<file path="src/rtl/mdu_pipe_if.sv">
// mdu_pipe_if: Execute-stage bundle between the pipeline and the MDU.
//   start, op, a, b, req : pipeline -> MDU (op request, operands, flush)
//   busy, done, hi, lo   : MDU -> pipeline (stall, completion pulse, HI/LO)
// master = pipeline side, slave = MDU side.
interface mdu_pipe_if #(
   parameter int WIDTH = 32
) ();
   logic             start;
   logic [3:0]       op;
   logic [WIDTH-1:0] a;
   logic [WIDTH-1:0] b;
   logic             req;
   logic             busy;
   logic             done;
   logic [WIDTH-1:0] hi;
   logic [WIDTH-1:0] lo;

   modport master (
      output start, op, a, b, req,
      input  busy, done, hi, lo
   );

   modport slave (
      input  start, op, a, b, req,
      output busy, done, hi, lo
   );
endinterface

</file>
<file path="src/rtl/mdu_pipe.sv">
// mdu_pipe: multi-cycle multiply/divide unit owning the HI/LO registers.
//   clk, reset : clock, synchronous active-high reset
//   bus        : mdu_pipe_if slave (start/op/a/b/req in, busy/done/hi/lo out)
// Multiplies (incl. MADD/MSUB) take MULT_LAT busy cycles, divides WIDTH+1
// (WIDTH restoring steps plus a sign-fix cycle). MTHI/MTLO write in one edge.
//
// state    | meaning
// ---------+-----------------------------------------------------------
// IDLE     | no op in flight, accepts new ops, MTHI/MTLO write here
// MUL      | counting down multiply latency, result written at cnt==0
// DIV_ITER | one restoring step per cycle on operand magnitudes
// DIV_FIX  | apply signs / special cases and write HI/LO
module mdu_pipe #(
   parameter int WIDTH    = 32,
   parameter int MULT_LAT = 5
) (
   input  logic         clk,
   input  logic         reset,
   mdu_pipe_if.slave    bus
);
   localparam int CNT_MAX = (MULT_LAT > WIDTH) ? MULT_LAT : WIDTH;
   localparam int CW      = $clog2(CNT_MAX + 1);
   localparam int W2      = 2 * WIDTH;

   typedef enum logic [1:0] {IDLE, MUL, DIV_ITER, DIV_FIX} state_t;

   state_t           state;
   logic [CW-1:0]    cnt;
   logic [2:0]       op_q;
   logic [WIDTH-1:0] a_q, b_q;
   logic [WIDTH-1:0] quot, rem, dvs;
   logic [WIDTH-1:0] hi_q, lo_q;
   logic             busy_q, done_q;

   assign bus.busy = busy_q;
   assign bus.done = done_q;
   assign bus.hi   = hi_q;
   assign bus.lo   = lo_q;

   // Operand magnitudes taken at the accept edge; odd opcodes are unsigned.
   logic             in_sgn;
   logic [WIDTH-1:0] mag_a, mag_b;
   assign in_sgn = ~bus.op[0];
   assign mag_a  = (in_sgn & bus.a[WIDTH-1]) ? -bus.a : bus.a;
   assign mag_b  = (in_sgn & bus.b[WIDTH-1]) ? -bus.b : bus.b;

   // Multiply path: sign/zero-extend to 2*WIDTH so one multiplier covers both.
   logic          q_sgn;
   logic [W2-1:0] a_ext, b_ext, prod, mul_res;
   assign q_sgn = ~op_q[0];
   assign a_ext = {{WIDTH{q_sgn & a_q[WIDTH-1]}}, a_q};
   assign b_ext = {{WIDTH{q_sgn & b_q[WIDTH-1]}}, b_q};
   assign prod  = a_ext * b_ext;

   always_comb begin
      mul_res = prod;
      case (op_q[2:1])
         2'b10:   mul_res = {hi_q, lo_q} + prod;
         2'b11:   mul_res = {hi_q, lo_q} - prod;
         default: mul_res = prod;
      endcase
   end

   // Restoring step. The shifted remainder is WIDTH+1 bits; when its top bit
   // is set it exceeds any divisor, and the difference still fits WIDTH bits.
   logic [WIDTH-1:0] rem_low, rem_nx, quot_nx;
   logic             rem_top, ge;
   assign rem_top = rem[WIDTH-1];
   assign rem_low = {rem[WIDTH-2:0], quot[WIDTH-1]};
   assign ge      = rem_top | (rem_low >= dvs);
   assign rem_nx  = ge ? (rem_low - dvs) : rem_low;
   assign quot_nx = {quot[WIDTH-2:0], ge};

   logic             a_neg, b_neg;
   logic [WIDTH-1:0] q_res, r_res;
   assign a_neg = q_sgn & a_q[WIDTH-1];
   assign b_neg = q_sgn & b_q[WIDTH-1];
   assign q_res = (a_neg ^ b_neg) ? -quot : quot;
   assign r_res = a_neg ? -rem : rem;

   // HI/LO are only written on completion, so they double as the restore
   // copy: a cancel simply skips the write and the pre-op values remain.
   always_ff @(posedge clk) begin
      if (reset) begin
         state  <= IDLE;
         cnt    <= '0;
         op_q   <= '0;
         a_q    <= '0;
         b_q    <= '0;
         quot   <= '0;
         rem    <= '0;
         dvs    <= '0;
         hi_q   <= '0;
         lo_q   <= '0;
         busy_q <= 1'b0;
         done_q <= 1'b0;
      end else begin
         done_q <= 1'b0;
         if (bus.req) begin
            state  <= IDLE;
            busy_q <= 1'b0;
         end else begin
            case (state)
               IDLE: begin
                  if (bus.start) begin
                     case (bus.op)
                        4'd0, 4'd1, 4'd4, 4'd5, 4'd6, 4'd7: begin
                           op_q   <= bus.op[2:0];
                           a_q    <= bus.a;
                           b_q    <= bus.b;
                           cnt    <= CW'(MULT_LAT - 1);
                           busy_q <= 1'b1;
                           state  <= MUL;
                        end
                        4'd2, 4'd3: begin
                           op_q   <= bus.op[2:0];
                           a_q    <= bus.a;
                           b_q    <= bus.b;
                           quot   <= mag_a;
                           dvs    <= mag_b;
                           rem    <= '0;
                           cnt    <= CW'(WIDTH - 1);
                           busy_q <= 1'b1;
                           state  <= DIV_ITER;
                        end
                        4'd8:    hi_q <= bus.a;
                        4'd9:    lo_q <= bus.a;
                        default: ;
                     endcase
                  end
               end
               MUL: begin
                  if (cnt == '0) begin
                     {hi_q, lo_q} <= mul_res;
                     busy_q       <= 1'b0;
                     done_q       <= 1'b1;
                     state        <= IDLE;
                  end else begin
                     cnt <= cnt - 1'b1;
                  end
               end
               DIV_ITER: begin
                  quot <= quot_nx;
                  rem  <= rem_nx;
                  if (cnt == '0) state <= DIV_FIX;
                  else           cnt   <= cnt - 1'b1;
               end
               DIV_FIX: begin
                  if (b_q == '0) begin
                     lo_q <= '1;
                     hi_q <= a_q;
                  end else begin
                     lo_q <= q_res;
                     hi_q <= r_res;
                  end
                  busy_q <= 1'b0;
                  done_q <= 1'b1;
                  state  <= IDLE;
               end
               default: state <= IDLE;
            endcase
         end
      end
   end
endmodule

</file>
<file path="src/flat_wrapper.sv">
// flat-port wrapper written by rule: the top's interface ports become plain ports
module mdu_pipe_flat 
#(
   parameter int WIDTH    = 32,
   parameter int MULT_LAT = 5
)
  (clk, reset, bus_start, bus_op, bus_a, bus_b, bus_req, bus_busy, bus_done, bus_hi, bus_lo);
  mdu_pipe_if #(.WIDTH(WIDTH)) bus_i ();
  input  logic clk;
  input  logic reset;
  input wire logic [$bits(bus_i.start)-1:0] bus_start;
  input wire logic [$bits(bus_i.op)-1:0] bus_op;
  input wire logic [$bits(bus_i.a)-1:0] bus_a;
  input wire logic [$bits(bus_i.b)-1:0] bus_b;
  input wire logic [$bits(bus_i.req)-1:0] bus_req;
  output wire logic [$bits(bus_i.busy)-1:0] bus_busy;
  output wire logic [$bits(bus_i.done)-1:0] bus_done;
  output wire logic [$bits(bus_i.hi)-1:0] bus_hi;
  output wire logic [$bits(bus_i.lo)-1:0] bus_lo;
  assign bus_i.start = bus_start;
  assign bus_i.op = bus_op;
  assign bus_i.a = bus_a;
  assign bus_i.b = bus_b;
  assign bus_i.req = bus_req;
  assign bus_busy = bus_i.busy;
  assign bus_done = bus_i.done;
  assign bus_hi = bus_i.hi;
  assign bus_lo = bus_i.lo;
  mdu_pipe #(.WIDTH(WIDTH), .MULT_LAT(MULT_LAT)) u_core (.clk(clk), .reset(reset), .bus(bus_i));
endmodule
</file>
<file path="config.mk">
export PLATFORM = sky130hd
export DESIGN_NAME = mdu_pipe_flat
export DESIGN_NICKNAME = d
export VERILOG_FILES = /design/src/rtl/mdu_pipe_if.sv /design/src/rtl/mdu_pipe.sv /design/src/flat_wrapper.sv
export SDC_FILE = /design/constraint.sdc
export NUM_CORES = 2
export LEC_CHECK = 0
export ABC_AREA = 0
export CAP_MARGIN = 40
export CORE_AREA = 2 2 316 318
export DETAILED_ROUTE_END_ITERATION = 6
export DIE_AREA = 0 0 318 320
export MAX_ROUTING_LAYER = met4
export PLACE_DENSITY = 0.75
export SYNTH_ARGS = -nofsm -noshare
export SYNTH_HDL_FRONTEND = slang
export SYNTH_SLANG_ARGS = --single-unit
</file>
<file path="constraint.sdc">
create_clock -name clk -period 17.63 [get_ports clk]
set_input_delay 3.526 -clock clk [delete_from_list [all_inputs] [get_ports clk]]
set_output_delay 3.526 -clock clk [all_outputs]
set_load 0.1 [all_outputs]
</file>
==> results.py <==
metrics = {
    "critical_path": {
        "crit_arrival_ns": 13.53,
        "cp-start-kind": "register",
        "crit_top_cell": "fa_1",
        "cp-end-kind": "register",
        "cp.required_ns": 18.12,
        "cp_slowest_cell": "fa_1",
        "max_stage_delay_ns": 0.72,
        "worstSetupPathType": "reg2reg",
        "path_max_fanout": 30,
    },
    "synthesis": {
        "yosysSeqAreaShare_pct": 8.11,
        "ys_ff_latch": 237,
        "synthDominantCellAreaShare_pct": 38.6,
        "synth-compound-area-share_pct": 11.8,
        "synth_area_leader_cell": "fa_1",
        "synth_xor_xnor_area_share_pct": 4.94,
        "syn-cell-area_mm2": 0.0585,
        "synth_flop_cell": "dfxtp_1",
        "synthDistinctLibCells": 99,
        "async_reset_ff_share_pct": 0,
        "synth.area.top_cells": "fa_1, dfxtp_1, inv_1, nand2_1, ha_1",
        "synth_cells": 7124,
        "yosys.area_share.simple_pct": 18.4,
        "synth_mux_area_share_pct": 0.768,
        "syn_nets": 8641,
        "synthAdderAreaFrac_pct": 45.4,
        "syn_area_per_cell_um2": 8.21,
        "synth_edf_count": 0,
        "ys_warn_count": 0,
        "synth_top_family_by_area": "adder cells",
    },
    "clocking": {
        "clkSinkCount": 237,
        "clk_pin_slew_worst_paths_ns": 0.07,
        "cts-resized-gates": 0,
        "insertion_delay_ns": 0.59,
        "clockRootBuffer": "clkbuf_16",
        "numCtsBuffers": 29,
        "htreeDepth": 1,
        "hold_buffers": 0,
        "post_cts_buffers": 0,
        "clock_path_buffers": 3,
        "cts_tree": "done",
    },
    "grt": {
        "grt_usage_pct": 37.8,
        "gr-usage-met3_pct": 5.65,
        "grt_pass1_wl_um": 291000,
        "antenna_found_initial": 8,
        "met1_usage_pct": 46.8,
        "grt_max_degree": 82,
        "grt_overflow_total": 0,
        "gr-max-usage-layer": "met2",
        "grt_pass1_vias": 51798,
        "grt_use_met2_pct": 60.9,
    },
    "power_and_ir_drop": {
        "p_clk_share_pct": 24.9,
        "combPwrFrac_pct": 52.7,
        "sw_frac_of_total_pct": 45.8,
        "p_int_mw": 1.43,
        "powerDensity_mw_per_mm2": 41.8,
        "switchingPower_mw": 1.20,
        "power_frac_seq_pct": 22.5,
        "p_leak_nw": 28.1,
        "ir_worst_vdd_uv": 73.5,
    },
    "die": {
        "die_h_um": 320,
        "fp.coreArea_mm2": 0.0980,
        "rows": 115,
        "ios": 138,
        "initial_core_util_pct": 59.7,
        "die_area_mm2": 0.102,
        "die_x_um": 318,
    },
    "finish": {
        "syn2layout_area_growth_pct": 7.35,
        "drive_above_1_share_pct": 4.41,
        "utilization_pct": 64.1,
        "nets": 8525,
        "final_common_cell": "inv_1",
        "mostFrequentLayoutCells": "inv_1, nand2_1, fa_1",
        "nFillCells": 8303,
    },
    "sta": {
        "rsz0062_at_grt": "no",
        "fin_crit_ns": 13.04,
        "hold_viol": 0,
        "slew_headroom_pct": 38.6,
        "finalSetupViolCount": 0,
        "worstMarginPinSlew_ns": 0.921,
        "fmax_mhz": 76.7,
        "fin_skew_ns": 0.0213,
        "maxSlewViolCount": 0,
        "period_share_pct": 74.0,
        "fin_tns_setup_ns": 0,
    },
    "placed_design": {
        "numPortBuffers": 137,
        "dp_hpwl_um": 144000,
        "place_congestion": 1.06,
    },
    "drt": {
        "vias_per_cell": 5.98,
        "ant_nets": 0,
        "vias": 49782,
        "drt-initial-drc-count": 4511,
        "routed_wirelength_um": 184000,
        "first_pass_iters": 6,
        "remaining_drc_errors": 0,
        "wire_per_inst_um": 22.0,
    },
    "outcome": {
        "status": "finished clean",
    },
    "worst_hold_path": {
        "hp-class": "reg2reg",
    },
    "flow_run": {
        "drv_cap": 0,
    },
}
worst max-delay path: cells and delay by family, from the launching register on:
kind,cells,cell delay (ns)
flip-flops,1,0.46
XOR/XNOR,1,0.09
multiplexers,1,0.08
AO/OA/AOI/OAI,14,3.89
buffers and inverters,7,1.38
AND/OR/NAND/NOR,7,1.85
adder cells (fa/ha/maj),10,5.17
metal layers:
metal  vias up  wire (µm)
li1      22005          -
met1     24841      70100
met2      2380      87100
met3       556      15600
met4         0      10800
met5         -          0
through the flow:
stage	hold slack [ns]	worst slack (ns)	cell area, µm²	total power, mW	cells
2_1_floorplan	0.450	6.24	58500	1.54	7124
3_3_place_gp	0.445	4.42	60600	1.90	8191
3_5_place_dp	0.447	4.79	61800	1.95	8264
4_1_cts	0.456	4.70	62800	2.60	8317
5_1_grt	0.473	3.91	62800	2.75	8324
6_report	0.458	4.59	62800	2.63	8325
layout make-up:
| cell class | count | area, µm² | share of cell area [%] |
|---|---|---|---|
| clock inverters | 18 | 216 | 0.345 |
| inverters | 1189 | 4460 | 7.11 |
| multi-input cells | 5243 | 47600 | 75.9 |
| flip-flops and latches | 237 | 4750 | 7.56 |
| clock buffers | 35 | 778 | 1.24 |
| well taps | 1287 | 1610 | 2.56 |
| repair buffers | 308 | 3330 | 5.30 |
| diodes | 8 | 20.0 | 0.0319 |
state kept, by name, summed over array words and instances, names as in the netlist:
name	count
u_core.cnt	6
u_core.bus.hi	32
u_core.dvs	32
u_core.bus.lo	32
u_core.a_q	32
u_core.b_q	32
u_core.bus.busy	1
u_core.bus.done	1
u_core.quot	32
u_core.rem	32
u_core.op_q	3
u_core.state	2
synthesized netlist by cell type, types with 16 or more instances:
cell type and instances:
inv_1 1187, nand2_1 1179, fa_1 1127, clkbuf_1 427, and2_1 390, a21oi_1 376
nor2_1 341, ha_1 318, o21ai_0 250, dfxtp_1 237, xnor2_1 208, xor2_1 120
nor3_1 91, a21o_1 79, a211oi_1 64, nand3_1 51, nand4_1 41, a31oi_1 37
mux2i_1 37, nor4_1 37, nor2b_1 34, o211ai_1 31, o31ai_1 28, or2_2 28
and3_1 27, a221oi_1 26, nand2b_1 25, o21bai_1 25, a311oi_1 24, o21ai_1 24
o21a_1 21, buf_2 18, or3_1 16
final timing paths:
kind / start / to / slack, ns / cells after the start
worst min-delay path: u_core.b_q[26] / u_core.b_q[26] / 0.46 / 2
worst min register to register: u_core.b_q[26] / u_core.b_q[26] / 0.46 / 2
worst max register to register: u_core.op_q[0] / u_core.bus.hi[26] / 4.59 / 40
worst max-delay path: u_core.op_q[0] / u_core.bus.hi[26] / 4.59 / 40
cell families after synthesis:
group,count (synthesis)
AND/OR/NAND/NOR,2323
buffers and inverters,1644
adder cells (fa/ha/maj),1445
AO/OA/AOI/OAI,1102
XOR/XNOR,329
flip-flops,237
multiplexers,44
power by group through the flow:
stage	clock network, mW	logic, mW	registers (mW)
detailed placement	0	1.35	0.600
global placement	0	1.30	0.599
CTS	0.654	1.36	0.588
global route	0.674	1.49	0.590
floorplan	0	0.872	0.665
finish	0.653	1.38	0.590
(Power assumes the default switching activity.)
